### src/rtl/riscv_def.sv
// Shared RV32I encodings for the riscv core.
// Holds ALU operation and instruction-format enums, major opcode constants,
// the decoded-control bundle shared by ctl_decode and ctl, and a helper that
// maps funct3 onto the OP/OP-IMM ALU operation.
package riscv_def;

  typedef enum logic [3:0] {
    AluOp_ADD   = 4'd0,
    AluOp_SUB   = 4'd1,
    AluOp_SLL   = 4'd2,
    AluOp_SLT   = 4'd3,
    AluOp_SLTU  = 4'd4,
    AluOp_XOR   = 4'd5,
    AluOp_SRL   = 4'd6,
    AluOp_SRA   = 4'd7,
    AluOp_OR    = 4'd8,
    AluOp_AND   = 4'd9,
    AluOp_PASSB = 4'd10
  } alu_op_e;

  typedef enum logic [2:0] {
    InstFormat_R = 3'd0,
    InstFormat_I = 3'd1,
    InstFormat_S = 3'd2,
    InstFormat_B = 3'd3,
    InstFormat_U = 3'd4,
    InstFormat_J = 3'd5,
    InstFormat_X = 3'd7
  } inst_format_e;

  localparam logic [6:0] OPC_LOAD   = 7'b0000011;
  localparam logic [6:0] OPC_OPIMM  = 7'b0010011;
  localparam logic [6:0] OPC_AUIPC  = 7'b0010111;
  localparam logic [6:0] OPC_STORE  = 7'b0100011;
  localparam logic [6:0] OPC_OP     = 7'b0110011;
  localparam logic [6:0] OPC_LUI    = 7'b0110111;
  localparam logic [6:0] OPC_BRANCH = 7'b1100011;
  localparam logic [6:0] OPC_JALR   = 7'b1100111;
  localparam logic [6:0] OPC_JAL    = 7'b1101111;

  localparam logic [6:0] F7_BASE = 7'b0000000;
  localparam logic [6:0] F7_ALT  = 7'b0100000;

  typedef struct packed {
    logic [4:0]   reg1;
    logic [4:0]   reg2;
    logic [4:0]   regd;
    alu_op_e      aluop;
    inst_format_e fmt;
    logic         undef;
    logic         wreg;
    logic         rmem;
    logic         wmem;
    logic         wbsel;
    logic         pcsel;
    logic         bsel;
  } ctl_t;

  // Base (funct7 = 0000000) ALU mapping shared by OP and OP-IMM.
  function automatic alu_op_e alu_from_f3(input logic [2:0] f3);
    case (f3)
      3'b000:  return AluOp_ADD;
      3'b001:  return AluOp_SLL;
      3'b010:  return AluOp_SLT;
      3'b011:  return AluOp_SLTU;
      3'b100:  return AluOp_XOR;
      3'b101:  return AluOp_SRL;
      3'b110:  return AluOp_OR;
      default: return AluOp_AND;
    endcase
  endfunction

endpackage

### src/rtl/ctl_decode.sv
// Purely combinational RV32I decode.
// Ports:
//   idata : 32-bit instruction word
//   dec   : decoded control bundle (register addresses, ALU op, format, strobes)
module ctl_decode
  import riscv_def::*;
(
  input  logic [31:0] idata,
  output ctl_t        dec
);

  logic [6:0] opc;
  logic [2:0] f3;
  logic [6:0] f7;

  assign opc = idata[6:0];
  assign f3  = idata[14:12];
  assign f7  = idata[31:25];

  always_comb begin
    dec       = '0;
    dec.aluop = AluOp_ADD;
    dec.fmt   = InstFormat_X;
    dec.undef = 1'b0;

    case (opc)
      OPC_OP: begin
        dec.fmt  = InstFormat_R;
        dec.wreg = 1'b1;
        if (f7 == F7_BASE)
          dec.aluop = alu_from_f3(f3);
        else if (f7 == F7_ALT && f3 == 3'b000)
          dec.aluop = AluOp_SUB;
        else if (f7 == F7_ALT && f3 == 3'b101)
          dec.aluop = AluOp_SRA;
        else
          dec.undef = 1'b1;
      end
      OPC_OPIMM: begin
        dec.fmt   = InstFormat_I;
        dec.wreg  = 1'b1;
        dec.bsel  = 1'b1;
        dec.aluop = alu_from_f3(f3);
        // funct7 only qualifies the shift-immediate forms.
        if (f3 == 3'b001 && f7 != F7_BASE)
          dec.undef = 1'b1;
        if (f3 == 3'b101) begin
          if (f7 == F7_ALT)
            dec.aluop = AluOp_SRA;
          else if (f7 != F7_BASE)
            dec.undef = 1'b1;
        end
      end
      OPC_LOAD: begin
        dec.fmt   = InstFormat_I;
        dec.bsel  = 1'b1;
        dec.wreg  = 1'b1;
        dec.rmem  = 1'b1;
        dec.wbsel = 1'b1;
        if (f3 == 3'b011 || f3 == 3'b110 || f3 == 3'b111)
          dec.undef = 1'b1;
      end
      OPC_STORE: begin
        dec.fmt  = InstFormat_S;
        dec.bsel = 1'b1;
        dec.wmem = 1'b1;
        if (f3[2] || f3 == 3'b011)
          dec.undef = 1'b1;
      end
      OPC_BRANCH: begin
        dec.fmt = InstFormat_B;
        case (f3[2:1])
          2'b00:   dec.aluop = AluOp_SUB;
          2'b10:   dec.aluop = AluOp_SLT;
          2'b11:   dec.aluop = AluOp_SLTU;
          default: dec.undef = 1'b1;
        endcase
      end
      OPC_LUI: begin
        dec.fmt   = InstFormat_U;
        dec.aluop = AluOp_PASSB;
        dec.bsel  = 1'b1;
        dec.wreg  = 1'b1;
      end
      OPC_AUIPC: begin
        dec.fmt  = InstFormat_U;
        dec.bsel = 1'b1;
        dec.wreg = 1'b1;
      end
      OPC_JAL: begin
        dec.fmt   = InstFormat_J;
        dec.wreg  = 1'b1;
        dec.pcsel = 1'b1;
      end
      OPC_JALR: begin
        dec.fmt   = InstFormat_I;
        dec.bsel  = 1'b1;
        dec.wreg  = 1'b1;
        dec.pcsel = 1'b1;
        if (f3 != 3'b000)
          dec.undef = 1'b1;
      end
      default: dec.undef = 1'b1;
    endcase

    // Compressed/reserved encodings never reach a valid opcode.
    if (idata[1:0] != 2'b11)
      dec.undef = 1'b1;

    // Register fields follow the final format so that undefined
    // instructions report all-zero addresses.
    if (dec.undef) begin
      dec       = '0;
      dec.aluop = AluOp_ADD;
      dec.fmt   = InstFormat_X;
      dec.undef = 1'b1;
    end else begin
      if (dec.fmt != InstFormat_U && dec.fmt != InstFormat_J)
        dec.reg1 = idata[19:15];
      if (dec.fmt == InstFormat_R || dec.fmt == InstFormat_S || dec.fmt == InstFormat_B)
        dec.reg2 = idata[24:20];
      if (dec.fmt != InstFormat_S && dec.fmt != InstFormat_B)
        dec.regd = idata[11:7];
    end
  end

endmodule

### src/rtl/ctl.sv
// RV32I decoder / control unit with a one-cycle registered output.
// Ports:
//   clk, rst (sync, active-low), idata : clock, reset, instruction word
//   reg1/reg2/regd                     : rs1/rs2/rd addresses
//   aluop, inst_format, inst_undef     : ALU op, format, illegal flag
//   wreg, rmem, wmem, wbsel, pcsel, bsel : datapath strobes
module ctl
  import riscv_def::*;
(
  input  logic        clk,
  input  logic        rst,
  input  logic [31:0] idata,
  output logic [4:0]  reg1,
  output logic [4:0]  reg2,
  output logic [4:0]  regd,
  output logic [3:0]  aluop,
  output logic [2:0]  inst_format,
  output logic        inst_undef,
  output logic        wreg,
  output logic        rmem,
  output logic        wmem,
  output logic        wbsel,
  output logic        pcsel,
  output logic        bsel
);

  ctl_t ctl_d;
  ctl_t ctl_q;

  ctl_decode u_decode (
    .idata (idata),
    .dec   (ctl_d)
  );

  always_ff @(posedge clk) begin
    if (!rst) ctl_q <= '0;
    else      ctl_q <= ctl_d;
  end

  assign reg1        = ctl_q.reg1;
  assign reg2        = ctl_q.reg2;
  assign regd        = ctl_q.regd;
  assign aluop       = ctl_q.aluop;
  assign inst_format = ctl_q.fmt;
  assign inst_undef  = ctl_q.undef;
  assign wreg        = ctl_q.wreg;
  assign rmem        = ctl_q.rmem;
  assign wmem        = ctl_q.wmem;
  assign wbsel       = ctl_q.wbsel;
  assign pcsel       = ctl_q.pcsel;
  assign bsel        = ctl_q.bsel;

endmodule

### config.mk
export PLATFORM = sky130hd
export DESIGN_NAME = ctl
export DESIGN_NICKNAME = d
export VERILOG_FILES = /design/src/rtl/riscv_def.sv /design/src/rtl/ctl_decode.sv /design/src/rtl/ctl.sv
export SDC_FILE = /design/constraint.sdc
export NUM_CORES = 1
export LEC_CHECK = 0
export BUFFER_PORTS_ARGS = -buffer_cell sky130_fd_sc_hd__buf_2
export CAP_MARGIN = 20
export CELL_PAD_IN_SITES_DETAIL_PLACEMENT = 0
export CELL_PAD_IN_SITES_GLOBAL_PLACEMENT = 1
export CORE_UTILIZATION = 34
export CTS_CLUSTER_DIAMETER = 50
export CTS_CLUSTER_SIZE = 12
export DETAILED_ROUTE_END_ITERATION = 12
export PLACE_DENSITY_LB_ADDON = 0.1
export RECOVER_POWER = 25
export SLEW_MARGIN = 10
export SYNTH_ARGS = -nofsm -noshare
export SYNTH_HDL_FRONTEND = slang
export SYNTH_HIERARCHICAL = 1
export SYNTH_SLANG_ARGS = --single-unit
### constraint.sdc
create_clock -name clk -period 3.2 [get_ports clk]
set_clock_uncertainty 0.15 [all_clocks]
set_input_delay 0.64 -clock clk [delete_from_list [all_inputs] [get_ports clk]]
set_output_delay 0.64 -clock clk [all_outputs]
set_load 0.01 [all_outputs]
==> results of run 1 <==
-- sequential cells by signal, indices dropped and copies added, names as in the netlist --
name and cells:
aluop 4, bsel 1, inst_format 3, inst_undef 1, pcsel 1, reg1 5, reg2 5, regd 5
rmem 1, wbsel 1, wmem 1, wreg 1
-- layer usage --
metal	vias up	global-route usage, %	wire length, microns
met4	0	6.80	29
met3	2	4.36	199
met5	-	0	0
met1	668	18.9	1660
li1	736	-	-
met2	44	23.5	1610
-- path summary, 6_finish.rpt --
check | end | slack (ps) | depth (start not counted)
max | inst_format[0] | 770 | 7
min | regd[4] | 530 | 3
-- placed cells by master (no fill, tap or decap), types with 2 or more instances in the layout --
cell type	n
and3_1	2
a2111oi_0	3
nor2b_1	2
o21a_1	2
clkbuf_8	7
and2_4	7
nor2_1	19
and2_2	9
o21ai_0	8
nand3_1	3
mux2i_1	2
a21oi_1	3
and2_1	19
dfxtp_1	29
or3_1	2
nand2_1	22
buf_2	48
clkbuf_1	14
nor3_1	4
a31oi_1	2
inv_1	4
nand2b_1	5
-- area by class of cell --
cell class | count | area, sq um
Clock buffer | 7 | 96.3
Timing Repair Buffer | 62 | 293
Sequential cell | 29 | 581
Inverter | 4 | 15.0
Multi-Input combinational cell | 138 | 866
Fill cell | 486 | 2460
Tap cell | 52 | 65.1
Clock inverter | 1 | 5.00
-- critical path, stage by stage --
cell and delay [ps]:
buf_2 240, nor2b_1 200, o21ai_0 120, a211oi_2 320, o211ai_4 240, or4_1 510
and2_1 160
-- report_power, final --
group,internal (mW),switching (mW)
combinational,0.0413,0.0565
sequential,0.367,0.00119
clock,0.194,0.126
-- cells by family after synthesis --
kind of cell / after synthesis
AO/OA/AOI/OAI: 33
XOR/XNOR: 2
buffers and inverters: 18
flip-flops: 29
multiplexers: 2
AND/OR/NAND/NOR: 101
-- stage by stage --
step / cells / hold WS, ps / total power, mW / utilization, % / setup slack (ps)
2_1_floorplan: 185 / 697 / 0.441 / - / 730
3_3_place_gp: 285 / 796 / 0.475 / 41.9 / 504
3_5_place_dp: 285 / 805 / 0.475 / 41.9 / 457
4_1_cts: 293 / 514 / 0.801 / 44.2 / 752
5_1_grt: 293 / 529 / 0.825 / 43.8 / 598
6_report: 293 / 525 / 0.786 / 43.8 / 765
==> out/metrics.cfg, run 1 <==
[setup_path]
crit_arrival_ps = 2450
critPathLaunch = idata[5]
setup.worst_path.class = in -> reg
critPathRequiredTime_ps = 3220
crit_path_end_kind = flip-flop
worstPathMaxFanout = 19
crit_path_start_kind = primary input

[die]
die_area_sq_mm = 0.00484
start_util_pct = 35.4
die_h_microns = 69.6
rows = 24
chipWidth_microns = 69.6
coreArea_sq_mm = 0.00438
ios = 63

[clock_network]
cts_tree = done
cts_setup_buffers = 0
cts_buffer_depth = 2
cts_hold_buf = 0
path_clk_slew_ps = 60
post_cts_resized = 0
cts.sinks = 29
htreeDepth = 2
cts-root-buf = clkbuf_8
numCtsBuffers = 5

[placement]
port_buffers = 62
dpl.hpwl_microns = 2540
gp_congestion = 0.762
dpl_cell_area_sq_mm = 0.00184

[synthesis]
synth_cell_types = 49
synth-compound-area-share_pct = 16.3
synth_area_per_cell_sq_um = 8.39
netlist.area_leader.share_pct = 37.4
synthFlopType = dfxtp_1
synth-adder-area-share_pct = 0
synth_common_cells = dfxtp_1, nand2_1, and2_1, nor2_1, and2_2
async_reset_ff_share_pct = 0
synthSimpleGateAreaFrac_pct = 37.1
synth_edf_count = 0
synthesis.area_sq_mm = 0.00155
synth_top_family_by_area = simple AND/OR/NAND/NOR gates
yosys_warnings = 6
syn_nets = 219
synth_most_common_cell = dfxtp_1
syn_inst = 185
synth_xor_area_share_pct = 1.13
muxShareOfSynthArea_pct = 1.29
ys_ff_latch = 29
seq_area_frac_synth_pct = 37.4
yosys-top-cells-area = dfxtp_1, and2_1, nand2_1
synth_top_cell_by_area = dfxtp_1

[detailed_routing]
wire_per_inst_microns = 11.9
vias_per_cell = 4.95
first_pass_iters = 5
vias = 1450
drc = 0
drtIter0Drc = 55
drtAntennaViolNets = 0
wl_microns = 3490

[hold_path]
worstHoldStart = idata[11]
hp-class = in -> reg

[cells_and_area]
n_antenna_cell = 0
layout-drive-gt1-share_pct = 31.5
fin_area_sq_mm = 0.00192
areaGrowthSynthToFinish_pct = 23.8
nNetsFinal = 274

[global_routing]
grt_pass1_wl_microns = 5760
grt_start_max_net_pins = 30
gr-total-overflow = 0
antenna_found_initial = 0
grt.total_usage_pct = 15.0
grt_pass1_vias = 1259

[job]
cap_violations = 0

[pwr]
power_leakage_nw = 0.835
ir_worst_vdd_mv = 0.125
powerDensity_mw_per_mm2 = 409

[outcome]
outcome = complete, no violations

[timing]
tns_ps = 0
period_share_pct = 76.1
rsz0062_at_grt = no
relSlewSlack_pct = 60.2
setup_viol = 0
hold_violations = 0
fmax_mhz = 411
worst_pin_slew_ps = 582
period_minus_slack_ps = 2430
drv_slew = 0

(Power assumes the default switching activity.)
==> run 2: changes to the inputs <==
CORE_UTILIZATION = 31   (was 34)
clock period = 2 ns   (was 3.2 ns; I/O delays follow)
==> run 2 against run 1 <==
Net effect:
- clock-buffer cell count fell by 2
- non-clock buffer count up 25
- core utilization is 1.1 points higher
- largest cell class unchanged
- highest routed layer unchanged
==> out/metrics.cfg, run 2 (synthesis results as in run 1) <==
[cells_and_area]
final_common_cell = buf_2
areaGrowthSynthToFinish_pct = 37.7
fin_area_sq_mm = 0.00214  ; +11%
n_antenna_cell = 0  ; unchanged
nNetsFinal = 299  ; +9.1%
mostFrequentLayoutCells = buf_2, dfxtp_1, buf_4
layout-drive-gt1-share_pct = 38.7  ; +7.2 points

[timing]
fmax_mhz = 515
worst_pin_slew_ps = 357  ; -225 ps
setup_slack_ps = 58.8  ; -706 ps
period_share_pct = 97.1
relSlewSlack_pct = 75.6  ; +15 points
rsz0062_at_grt = yes
period_minus_slack_ps = 1940
hold_violations = 0  ; unchanged
drv_slew = 0  ; unchanged
setup_viol = 0  ; unchanged

[placement]
dpl.hpwl_microns = 2930  ; +15%
preCtsSetupSlack_ps = -274  ; -731 ps
gp_congestion = 0.769  ; +0.88%
dpl_cell_area_sq_mm = 0.00205  ; +12%
port_buffers = 62  ; unchanged

[pwr]
power_leakage_nw = 0.951  ; +14%
power_mw = 1.24  ; +58%
ir_worst_vdd_mv = 0.326  ; +160%
powerDensity_mw_per_mm2 = 580  ; +42%

[clock_network]
cts_tree = done
cts_hold_buf = 0  ; unchanged
htreeDepth = 2  ; unchanged
cts-root-buf = clkbuf_8
cts.sinks = 29  ; unchanged
cts_buffer_depth = 2  ; unchanged
path_clk_slew_ps = 70  ; about the same
numCtsBuffers = 5  ; unchanged

[global_routing]
gr-total-overflow = 0  ; unchanged
grt.total_usage_pct = 15.7  ; +0.68 points
grt_pass1_vias = 1392  ; +11%
antenna_found_initial = 0  ; unchanged
grt_start_max_net_pins = 30  ; unchanged
grt_pass1_wl_microns = 6340  ; +10%

[setup_path]
critPathRequiredTime_ps = 2020  ; -1200 ps
crit_path_end_kind = flip-flop
setup.worst_path.class = in -> reg
worstPathMaxFanout = 7  ; -12
crit_arrival_ps = 1960  ; -490 ps
crit_path_start_kind = primary input

[detailed_routing]
vias = 1468  ; +1.2%
wire_per_inst_microns = 11.7  ; -1.9%
first_pass_iters = 4  ; -1
drc = 0  ; unchanged
drtIter0Drc = 57  ; +3.6%
vias_per_cell = 4.41  ; -11%
drtAntennaViolNets = 0  ; unchanged
wl_microns = 3900  ; +12%

[die]
start_util_pct = 32.6  ; -2.8 points
die_h_microns = 72.7  ; +4.6%
chipWidth_microns = 72.7  ; +4.6%
coreArea_sq_mm = 0.00475  ; +8.4%
rows = 25  ; +4.2%
ios = 63  ; unchanged
die_area_sq_mm = 0.00529  ; +9.4%

[hold_path]
hp-class = in -> reg

[job]
cap_violations = 0  ; unchanged

[outcome]
outcome = complete, no violations

-- run 2: cell types whose count changed in the layout (fill, tap and decap cells not counted) --
cell        before  now
buf_4            0   24
clkinvlp_4       0    1
nor4_4           0    1
buf_6            0    1
nor4_2           1    0
a2111oi_2        0    1
a2111oi_0        3    2
o22ai_2          0    1
o22ai_1          1    0
clkbuf_8         7    5
clkinv_2         1    2
-- run 2: power by group --
group          switching, mW  internal, mW
Combinational          0.101        0.0951
Sequential           0.00209         0.586
Clock                  0.216         0.239
Total                  0.319         0.921
-- run 2: metrics by stage --
stage	cells	util [%]	setup TNS, ps	hold slack (ps)
floorplan	185	-	-348	457
global placement	325	43.1	-4400	571
detailed placement	325	43.1	-4960	578
CTS	333	44.9	0	290
global route	333	44.9	-5.48	289
finish	333	44.9	0	302
-- run 2: layer usage --
metal	vias to the layer above	GRT usage, %	part of all wire (%)
li1	783	-	-
met1	645	19.2	47
met2	38	26.3	48
met3	2	4.56	4.9
met4	0	5.23	0.69
met5	-	0	0
-- run 2: cell type report --
cell class | instances | area, sq um
well taps | 67 | 83.8
repair buffers | 87 | 484
clock inverters | 3 | 17.5
fillers | 517 | 2620
multi-input cells | 138 | 887
flip-flops and latches | 29 | 581
inverters | 4 | 15.0
clock buffers | 5 | 68.8
-- run 2: what timing repair did --
item	in CTS	in global routing
endpoints found under the setup margin	0	13
gates resized for setup	0	3
setup buffers	0	0
-- run 2: worst max-delay path: stages --
cell and delay, ps:
buf_2 140, o21ai_0 220, a2111oi_2 110, a211oi_2 350, o211ai_4 120, or4_1 460, and2_1 160
-- run 2: worst paths after layout --
| kind | from | end | cells after the start |
|---|---|---|---|
| hold / removal | idata[10] | regd[3] | 3 |
| setup / recovery | idata[14] | inst_format[0] | 7 |
==> run 3: changes to the inputs <==
==> constraint.sdc (replaced) <==
create_clock -name clk -period 2 [get_ports clk]
set_clock_uncertainty 0.15 [all_clocks]
set_input_delay 0.2 -clock clk [delete_from_list [all_inputs] [get_ports clk]]
set_output_delay 0.2 -clock clk [all_outputs]
set_load 0.01 [all_outputs]
==> run 3 against run 2 <==
Net effect:
- worst setup slack improved by 190 ps
- critical path depth unchanged
- cell count decreased by 2.4%
- first-iteration DRC count decreased by 23%
- combinational power decreased by 8%
- non-clock buffer count decreased by 8
- clock-buffer cell count increased by 2
==> out/metrics.cfg, run 3 (synthesis results as in run 1) <==
[outcome]
outcome = complete, no violations

[detailed_routing]
wl_microns = 3790  ; -2.7%
first_pass_iters = 6  ; +2
drc = 0  ; unchanged
wire_per_inst_microns = 11.7  ; -0.27%
drtIter0Drc = 44  ; -23%
vias_per_cell = 4.49  ; +1.8%
vias = 1459  ; -0.61%
drtAntennaViolNets = 0  ; unchanged

[pwr]
powerDensity_mw_per_mm2 = 623  ; +7.3%
ir_worst_vdd_mv = 0.204  ; -37%
power_mw = 1.29  ; +3.9%
power_leakage_nw = 0.916  ; -3.7%

[clock_network]
post_cts_resized = 0  ; unchanged
cts.sinks = 29  ; unchanged
path_clk_slew_ps = 60  ; about the same
cts_buffer_depth = 2  ; unchanged
cts_tree = done
cts_hold_buf = 0  ; unchanged
htreeDepth = 2  ; unchanged
numCtsBuffers = 5  ; unchanged
cts_setup_buffers = 0  ; unchanged
cts-root-buf = clkbuf_8

[timing]
setup_viol = 0  ; unchanged
tns_ps = 0  ; unchanged
rsz0062_at_grt = no
drv_slew = 0  ; unchanged
period_minus_slack_ps = 1750  ; -192 ps
worst_pin_slew_ps = 441  ; +84.0 ps
period_share_pct = 87.4  ; -9.6 points
relSlewSlack_pct = 70.5  ; -5.1 points
hold_violations = 0  ; unchanged
fmax_mhz = 572  ; +11%

[global_routing]
grt_pass1_vias = 1360  ; -2.3%
grt_start_max_net_pins = 30  ; unchanged
gr-total-overflow = 0  ; unchanged
antenna_found_initial = 0  ; unchanged
grt.total_usage_pct = 15.1  ; -0.56 points
grt_pass1_wl_microns = 6110  ; -3.7%

[cells_and_area]
post-route-util_pct = 43.5  ; -1.4 points
areaGrowthSynthToFinish_pct = 33.3
regArea_sq_um = 581  ; unchanged
multi_input_area_sq_um = 867  ; -2.3%
layout-drive-gt1-share_pct = 36.0  ; -2.7 points
mostFrequentLayoutCells = buf_2, dfxtp_1, nand2_1
nNetsFinal = 291  ; -2.7%
fin_area_sq_mm = 0.00207  ; -3.2%
final_common_cell = buf_2
num-fill-cells = 528  ; +2.1%
n_antenna_cell = 0  ; unchanged

[die]
start_util_pct = 32.6  ; unchanged
chipWidth_microns = 72.7  ; unchanged
coreArea_sq_mm = 0.00475  ; unchanged
die_area_sq_mm = 0.00529  ; unchanged
rows = 25  ; unchanged
die_h_microns = 72.7  ; unchanged
ios = 63  ; unchanged

[setup_path]
crit_path_end_kind = flip-flop
critPathRequiredTime_ps = 2020  ; about the same
setup.worst_path.class = in -> reg
worstPathMaxFanout = 3  ; -4
critPathLaunch = idata[26]
endpoint = inst_format[0]
crit_arrival_ps = 1770  ; -190 ps
crit_path_start_kind = primary input

[placement]
gp_congestion = 0.885  ; +15%
dpl.hpwl_microns = 2860  ; -2.4%
dpl_cell_area_sq_mm = 0.00198  ; -3.2%
port_buffers = 62  ; unchanged

[job]
cap_violations = 0  ; unchanged

[hold_path]
hp-class = in -> reg

run 3: critical path: stages:
cell	delay [ps]
buf_2	100
nor4_2	340
a31oi_1	120
o22ai_1	290
o211ai_4	100
or4_1	460
and2_1	160
run 3: per-stage QoR:
step,cells,setup WS [ps],hold WS (ps)
after floorplan,185,11.8,257
after global placement,317,-39.2,367
after detailed placement,317,-48.9,373
after CTS,325,245,87.8
after global routing,325,147,104
final,325,251,90.3
run 3: where the power goes:
part	leakage, nW	switching (mW)	total (mW)	internal (mW)
combinational	0.627	0.0959	0.181	0.0855
sequential	0.235	0.00204	0.588	0.586
clock	0.0542	0.208	0.518	0.310
total	0.916	0.306	1.29	0.982
run 3: how the worst min path moves through the flow:
stage / depth (start not counted) / start / slack [ps] / end
final: 3 / idata[11] / 90 / regd[4]
after global routing: 3 / idata[11] / 100 / regd[4]
after floorplan: 2 / idata[3] / 260 / inst_format[0]
after global placement: 3 / idata[11] / 370 / regd[4]
after CTS: 4 / idata[15] / 90 / reg1[0]
after detailed placement: 3 / idata[11] / 370 / regd[4]
run 3: layout make-up:
cell class | instances | area share, %
timing repair buffer | 79 | 20.3
sequential | 29 | 28.1
clock buffer | 7 | 4.66
tap | 67 | 4.05
inverter | 4 | 0.726
multi-input combinational | 138 | 41.9
clock inverter | 1 | 0.242
run 3: routing by layer:
layer | GRT usage [%] | vias to the layer above | wire length, microns
li1 | - | 771 | -
met1 | 17.1 | 647 | 1730
met2 | 26.9 | 36 | 1840
met3 | 3.31 | 5 | 161
met4 | 7.19 | 0 | 64
met5 | 0 | - | 0
